### src/rtl/watch_pkg.sv
// watch_pkg: shared mode encoding and field widths for the watch controller
package watch_pkg;
  localparam int HOUR_W = 4;
  localparam int MIN_W = 6;
  typedef enum logic [2:0] {
    RUN       = 3'd0,
    SET_HOUR  = 3'd1,
    SET_MIN   = 3'd2,
    SET_AHOUR = 3'd3,
    SET_AMIN  = 3'd4
  } mode_e;
endpackage

### src/rtl/watch_set_ctrl_btn_edge.sv
// btn_edge: rising-edge press detector for one synchronized button level
module btn_edge (
  input  logic clk,
  input  logic rstn,
  input  logic btn,
  output logic press
);
  logic btn_q;
  always_ff @(posedge clk or negedge rstn)
    if (!rstn) btn_q <= 1'b0;
    else btn_q <= btn;
  assign press = btn & ~btn_q;
endmodule

### src/rtl/watch_set_ctrl.sv
// watch_set_ctrl: 12-hour watch timekeeping with button-driven time/alarm set mode
import watch_pkg::*;
module watch_set_ctrl #(
  parameter int HOUR_MAX = 11,
  parameter int MIN_MAX = 59,
  parameter int TIMEOUT_CYC = 16,
  parameter int BLINK_W = 4
) (
  input  logic              clk,
  input  logic              rstn,
  input  logic              tick_min,
  input  logic              btn_mode,
  input  logic              btn_inc,
  input  logic              btn_alarm,
  output logic [HOUR_W-1:0] hour,
  output logic [MIN_W-1:0]  minute,
  output logic [HOUR_W-1:0] al_hour,
  output logic [MIN_W-1:0]  al_minute,
  output logic              alarm_on,
  output logic              alarm_hit,
  output logic [2:0]        mode,
  output logic              blink
);
  localparam int IW = $clog2(TIMEOUT_CYC);
  localparam logic [HOUR_W-1:0] HMAX = HOUR_W'(HOUR_MAX);
  localparam logic [MIN_W-1:0] MMAX = MIN_W'(MIN_MAX);
  localparam logic [IW-1:0] TLAST = IW'(TIMEOUT_CYC - 1);
  mode_e st, nxt;
  logic p_mode, p_inc, p_alarm;
  logic [IW-1:0] idle;
  logic [BLINK_W-1:0] bcnt;
  logic [HOUR_W-1:0] hi, ahi, nh;
  logic [MIN_W-1:0] mi, ami, nm;
  btn_edge u_mode (.clk(clk), .rstn(rstn), .btn(btn_mode), .press(p_mode));
  btn_edge u_inc (.clk(clk), .rstn(rstn), .btn(btn_inc), .press(p_inc));
  btn_edge u_alarm (.clk(clk), .rstn(rstn), .btn(btn_alarm), .press(p_alarm));
  assign hi = hour == HMAX ? '0 : hour + 1'b1;
  assign mi = minute == MMAX ? '0 : minute + 1'b1;
  assign ahi = al_hour == HMAX ? '0 : al_hour + 1'b1;
  assign ami = al_minute == MMAX ? '0 : al_minute + 1'b1;
  assign nm = mi;
  assign nh = minute == MMAX ? hi : hour;
  assign mode = st;
  always_comb begin
    nxt = st;
    if (st == RUN) nxt = p_mode ? SET_HOUR : RUN;
    else if (p_mode) nxt = st == SET_AMIN ? RUN : mode_e'(st + 3'd1);
    else if (!p_inc && idle == TLAST) nxt = RUN;
  end
  always_ff @(posedge clk or negedge rstn) begin
    if (!rstn) begin
      st <= RUN;
      hour <= '0;
      minute <= '0;
      al_hour <= '0;
      al_minute <= '0;
      alarm_on <= 1'b0;
      alarm_hit <= 1'b0;
      blink <= 1'b0;
      idle <= '0;
      bcnt <= '0;
    end else begin
      st <= nxt;
      alarm_hit <= 1'b0;
      idle <= (st == RUN || p_mode || p_inc) ? '0 : idle + 1'b1;
      if (nxt != st) begin
        bcnt <= '0;
        blink <= 1'b0;
      end else if (st != RUN) begin
        bcnt <= bcnt + 1'b1;
        if (&bcnt) blink <= ~blink;
      end
      if (st == RUN) begin
        if (tick_min) begin
          hour <= nh;
          minute <= nm;
          alarm_hit <= alarm_on && {nh, nm} == {al_hour, al_minute};
        end
        if (p_alarm) alarm_on <= ~alarm_on;
      end else if (p_inc && !p_mode) begin
        hour <= st == SET_HOUR ? hi : hour;
        minute <= st == SET_MIN ? mi : minute;
        al_hour <= st == SET_AHOUR ? ahi : al_hour;
        al_minute <= st == SET_AMIN ? ami : al_minute;
      end
    end
  end
endmodule
### config.mk
export PLATFORM = sky130hd
export DESIGN_NAME = watch_set_ctrl
export DESIGN_NICKNAME = d
export VERILOG_FILES = /design/src/rtl/watch_pkg.sv /design/src/rtl/watch_set_ctrl_btn_edge.sv /design/src/rtl/watch_set_ctrl.sv
export SDC_FILE = /design/constraint.sdc
export NUM_CORES = 1
export LEC_CHECK = 0
export CORE_MARGIN = 2
export CORE_UTILIZATION = 30
export DETAILED_ROUTE_END_ITERATION = 12
export PLACE_DENSITY_LB_ADDON = 0.25
export SLEW_MARGIN = 10
export SYNTH_ARGS = -nofsm -noshare
export SYNTH_HDL_FRONTEND = slang
export SYNTH_SLANG_ARGS = --single-unit
### constraint.sdc
create_clock -name clk -period 2.5 [get_ports clk]
set_clock_uncertainty 0.1 [all_clocks]
set_input_delay 0.5 -clock clk [delete_from_list [all_inputs] [get_ports clk]]
set_output_delay 0.5 -clock clk [all_outputs]
set_load 0.02 [all_outputs]
# Word-level counts from Yosys, hierarchy flattened
# Index checks and enable logic that the tools add are counted.
# word_totals
regBits,37
input_bits,6
out_inout_bits,26
word_cells,88
# op_classes
add_sub_neg,7
n_eq_ne,12
muxes,26
bitwise,9
n_reduce_logical,21
# ops
cell,n
4-bit two-way mux,10
6-bit two-way mux,6
4-bit by 1-bit adder with 4-bit output (second input constant),4
6-bit by 1-bit adder with 6-bit output (second input constant),2
4-bit equality test (second input constant),3
6-bit equality test (second input constant),2
3-bit two-way mux,4
3-bit AND reduction,4
10-bit equality test,1
2-bit nonzero test,5
3-bit by 2-bit equality test with 1-bit output (second input constant),2
1-bit two-way mux,6
1-bit inverter,6
2-bit AND reduction,2
4-bit AND reduction,1
3-bit by 1-bit adder with 3-bit output (second input constant),1
1-bit bitwise AND,3
3-bit by 1-bit equality test with 1-bit output (second input constant),1
3-bit equality test (second input constant),1
1-bit logical AND,3
3-bit logical NOT,1
3-bit inequality test,1
3-bit nonzero test,1
1-bit logical NOT,2
other kinds (2),3

# Depth between registers and ports, before layout
# depth
word_depth,10
mapped_depth,8
ltp_nobuf,7

# Modules after synthesis
# A second synthesis with hierarchy kept.
# hier_totals
hier_cells,255
hier_area_um2,2383.5
# modules_own_cells
mod,n_inst,cells_each,area_each_um2,seq_area_each_um2
watch_set_ctrl,1,249,2267.2,850.8
btn_edge,3,2,38.8,25.0

# Worst setup path after synthesis
# No wires, ideal clock.
# synth_path
path_kind,reg2reg
startpoint,register st[0] (netlist: mode[0])
endpoint,register hour[2]
setup_ps,125
arrival_time_ps,2038
required_time_ps,2275
slack_ps,237
path_stages_with_launch,7
n_path_buf,0
period_less_slack_ps,2263
cell_sequence,dfrtp_1 -> inv_1 -> ha_1 -> or4b_4 -> a21oi_4 -> nand2_2 -> mux2_4
# synth_between
elab_chain_cells,3
word_cells_on_any_way,7
# synth_lines
element,line,source
"start, declared",watch_set_ctrl.sv:28,"mode_e st, nxt;"
"start signal, assigned",watch_set_ctrl.sv:63,st <= nxt;
3-bit by 1-bit equality test with 1-bit output / 3-bit logical NOT (equally long branches),"watch_set_ctrl.sv:81, watch_set_ctrl.sv:73",
2-bit nonzero test (no source line) / 2-bit inequality test (equally long branches),--,
3-bit AND reduction (no source line),--,
"end signal, assigned",watch_set_ctrl.sv:75,hour <= nh;
"end signal, assigned",watch_set_ctrl.sv:81,hour <= st == SET_HOUR ? hi : hour;
"end, declared",watch_set_ctrl.sv:15,"output logic [HOUR_W-1:0] hour,"
# Several ways; a longest one is shown, not always the timed one.
# A chain may end at the register's enable or synchronous reset.

# Worst setup path in the final report
# layout_path
startpoint,register al_minute[2]
endpoint,output port al_minute[2]
# layout_rtl
element,line,source
"start, declared",watch_set_ctrl.sv:18,"output logic [MIN_W-1:0] al_minute,"
"start signal, assigned",watch_set_ctrl.sv:84,al_minute <= st == SET_AMIN ? ami : al_minute;
# No word-level cell between the ends.

==> impl_metrics.yaml <==
cells_and_area:
  antenna_cells: 0
  final_util: 0.382
  seqCellArea_um2: 926
  area_delta_synth_final_pct: 24.4
  nFillCells: 761
  layout-drive-gt1-share: 0.125
  nets: 279
  multi_input_area_um2: 1200
critical_path:
  crit_buf_inv: 1
  crit_path_cell_trace: "clkdlybuf4s50_1"
  r2r-start: "mode[1]"
  rr_endpoint: "hour[2]"
  reg2reg_depth: 6
  required_ns: 1.90
  startpoint_type: "flop"
  slowest_delay_ns: 0.69
  cp_top_family: "buffers and inverters"
  path_class: "flop to output pin"
  cp_max_fo: 11
  crit_path_top_delay_cell: "clkdlybuf4s50_1"
  r2r_slack_ns: 0.33
  path_depth: 1
  cp-end-kind: "output pin"
  arrival_ns: 1.57
global_route:
  grt_usage: 0.131
  overflow: 0
  grt_antenna_before_repair: 0
  grt_pass1_vias: 1847
  grt_pass1_wl_um: 8710
  grt_max_degree: 38
die:
  start_util: 0.307
  ios: 32
  core_area_um2: 7210
  die-area_um2: 8090
  die_w_um: 89.9
  die_h_um: 89.9
  rows: 31
logic_synthesis:
  ys_warn_count: 0
  synth_area_leaders: "dfrtp_1, ha_1, xnor2_1"
  synth_top_area_share: 0.418
  yosysSeqAreaShare: 0.418
  yosysUniqueCellTypes: 52
  synth_top_flop_cell: "dfrtp_1"
  synthTopCellsByCount: "dfrtp_1, nor2_1, nand2_1"
  syn_area_um2: 2220
  synth_edf_count: 0
  synth_seq_cells: 37
  synth_fp_nets: 244
  synth_most_common_cell: "dfrtp_1"
  avgSynthCellArea_um2: 9.72
  async_flop_share: 1.00
  synth_cells: 228
  yosys.area.top_type: "dfrtp_1"
run_status:
  status: "complete, no violations"
sta:
  final_hold_viol_count: 0
  worst_slew_pin_slew_ns: 0.824
  setup_viol: 0
  timing.final.ws_setup_ns: 0.332
  whs_ns: 0.209
  slew_viol_final: 0
  period_share: 0.867
  relSlewSlack: 0.451
  timing.fmax_mhz: 461
  period_needed_ns: 2.17
  rsz0062_at_grt: "false"
  setup_tns_ns: 0
cts:
  ctsHoldBuffers: 0
  cts_buffers: 5
  clkTransAtPathRegs_ns: 0.07
  cts_tree: "yes"
  cts_resized: 0
  worstSkewPairLatency_ns: 0.29
  ctsHtreeMaxLevel: 2
  cts.path.max_buffers: 2
  cts.sinks: 37
  postCtsSetupBuffers: 0
  cts_root_buf: "clkbuf_8"
power_and_ir_drop:
  ir_drop_mv: 0.375
  powerDensity_nw_per_um2: 782
  power_mw: 2.16
  p_int_mw: 1.38
  p_seq_frac: 0.403
  p_comb_frac: 0.366
  power.share.clock: 0.231
  cellLeakagePower_nw: 1.15
  p_sw_mw: 0.778
  sw_frac_of_total: 0.361
placed_design:
  dp_hpwl_um: 3600
  portBuffers: 31
  dp_worst_setup_slack_ns: 0.0558
  gp_congestion: 0.833
route:
  drc: 0
  vias_per_cell: 4.91
  detail-route-antenna-nets: 0
  first_pass_iters: 4
  wirelength_um: 4840
  vias: 1778
  detail_route.wl_per_cell_um: 13.4
  drt_iter0_drc: 90
min_path:
  min_path_type: "primary input to async pin"
job:
  maxCapViolations: 0
worst register-to-register path, cell delays in order, from the launching register on:
cell	delay (ns)
dfrtp_1	0.40
inv_1	0.09
ha_1	0.28
or4b_4	0.59
a21oi_4	0.24
nand2_2	0.08
mux2_4	0.29
state kept, by name (all words and copies together), names as in the netlist:
| register | count |
|---|---|
| blink | 1 |
| minute | 6 |
| mode | 3 |
| u_mode.btn_q | 1 |
| al_hour | 4 |
| alarm_on | 1 |
| bcnt | 4 |
| idle | 4 |
| al_minute | 6 |
| alarm_hit | 1 |
| u_alarm.btn_q | 1 |
| u_inc.btn_q | 1 |
| hour | 4 |
metal layers:
metal  track usage  vias up  routed length [µm]
li1              -      887                   -
met1         0.166      854                2220
met2         0.219       33                2390
met3        0.0327        4                 172
met4        0.0436        0                  57
met5             0        -                   0
power by group through the flow:
stage | Sequential (mW) | Combinational [mW] | Clock, mW
global placement | 0.884 | 0.785 | 0
finish | 0.868 | 0.789 | 0.498
floorplan | 0.904 | 0.472 | 0
detailed placement | 0.882 | 0.795 | 0
global route | 0.889 | 0.886 | 0.553
CTS | 0.871 | 0.798 | 0.524
worst max-delay path by stage:
stage / startpoint / to / slack, ns
floorplan: mode[0] / hour[2] / 0.24
global placement: btn_mode / hour[2] / 0.08
detailed placement: btn_mode / hour[2] / 0.06
CTS: al_minute[2] / al_minute[2] / 0.32
global route: mode[0] / alarm_hit / 0.08
finish: al_minute[2] / al_minute[2] / 0.33
cell type report:
| cell class | instances | area share |
|---|---|---|
| multi-input cells | 168 | 0.434 |
| clock inverters | 2 | 0.0127 |
| flip-flops and latches | 37 | 0.336 |
| clock buffers | 5 | 0.0250 |
| well taps | 99 | 0.0449 |
| repair buffers | 38 | 0.130 |
| inverters | 13 | 0.0177 |
cell usage in the layout (no fill, tap or decap), drive strengths merged, types with 4 or more instances in the layout:
master,count
inv,13
xor2,8
ha,10
nor2,23
nand4,6
clkbuf,5
nor3,4
clkdlybuf4s50,30
nand2,19
nand3,7
xnor2,11
a21oi,6
mux2,9
o211ai,5
o21ai,12
dfrtp,37
buf,8
nand2b,4
cell families (layout without fill, tap and decap cells):
group,count (synthesis),in the layout,synth area share
flip-flops,37,37,0.418
buffers and inverters,23,58,0.0418
XOR/XNOR,19,19,0.0751
AO/OA/AOI/OAI,45,45,0.146
adder cells (fa/ha/maj),10,10,0.0565
multiplexers,11,11,0.0565
AND/OR/NAND/NOR,83,83,0.206
metrics by stage:
step	cell area, µm²	cells
floorplan	2220	228
global placement	2650	355
detailed placement	2650	355
CTS	2760	362
global route	2760	362
finish	2760	362
(Power assumes the default switching activity.)
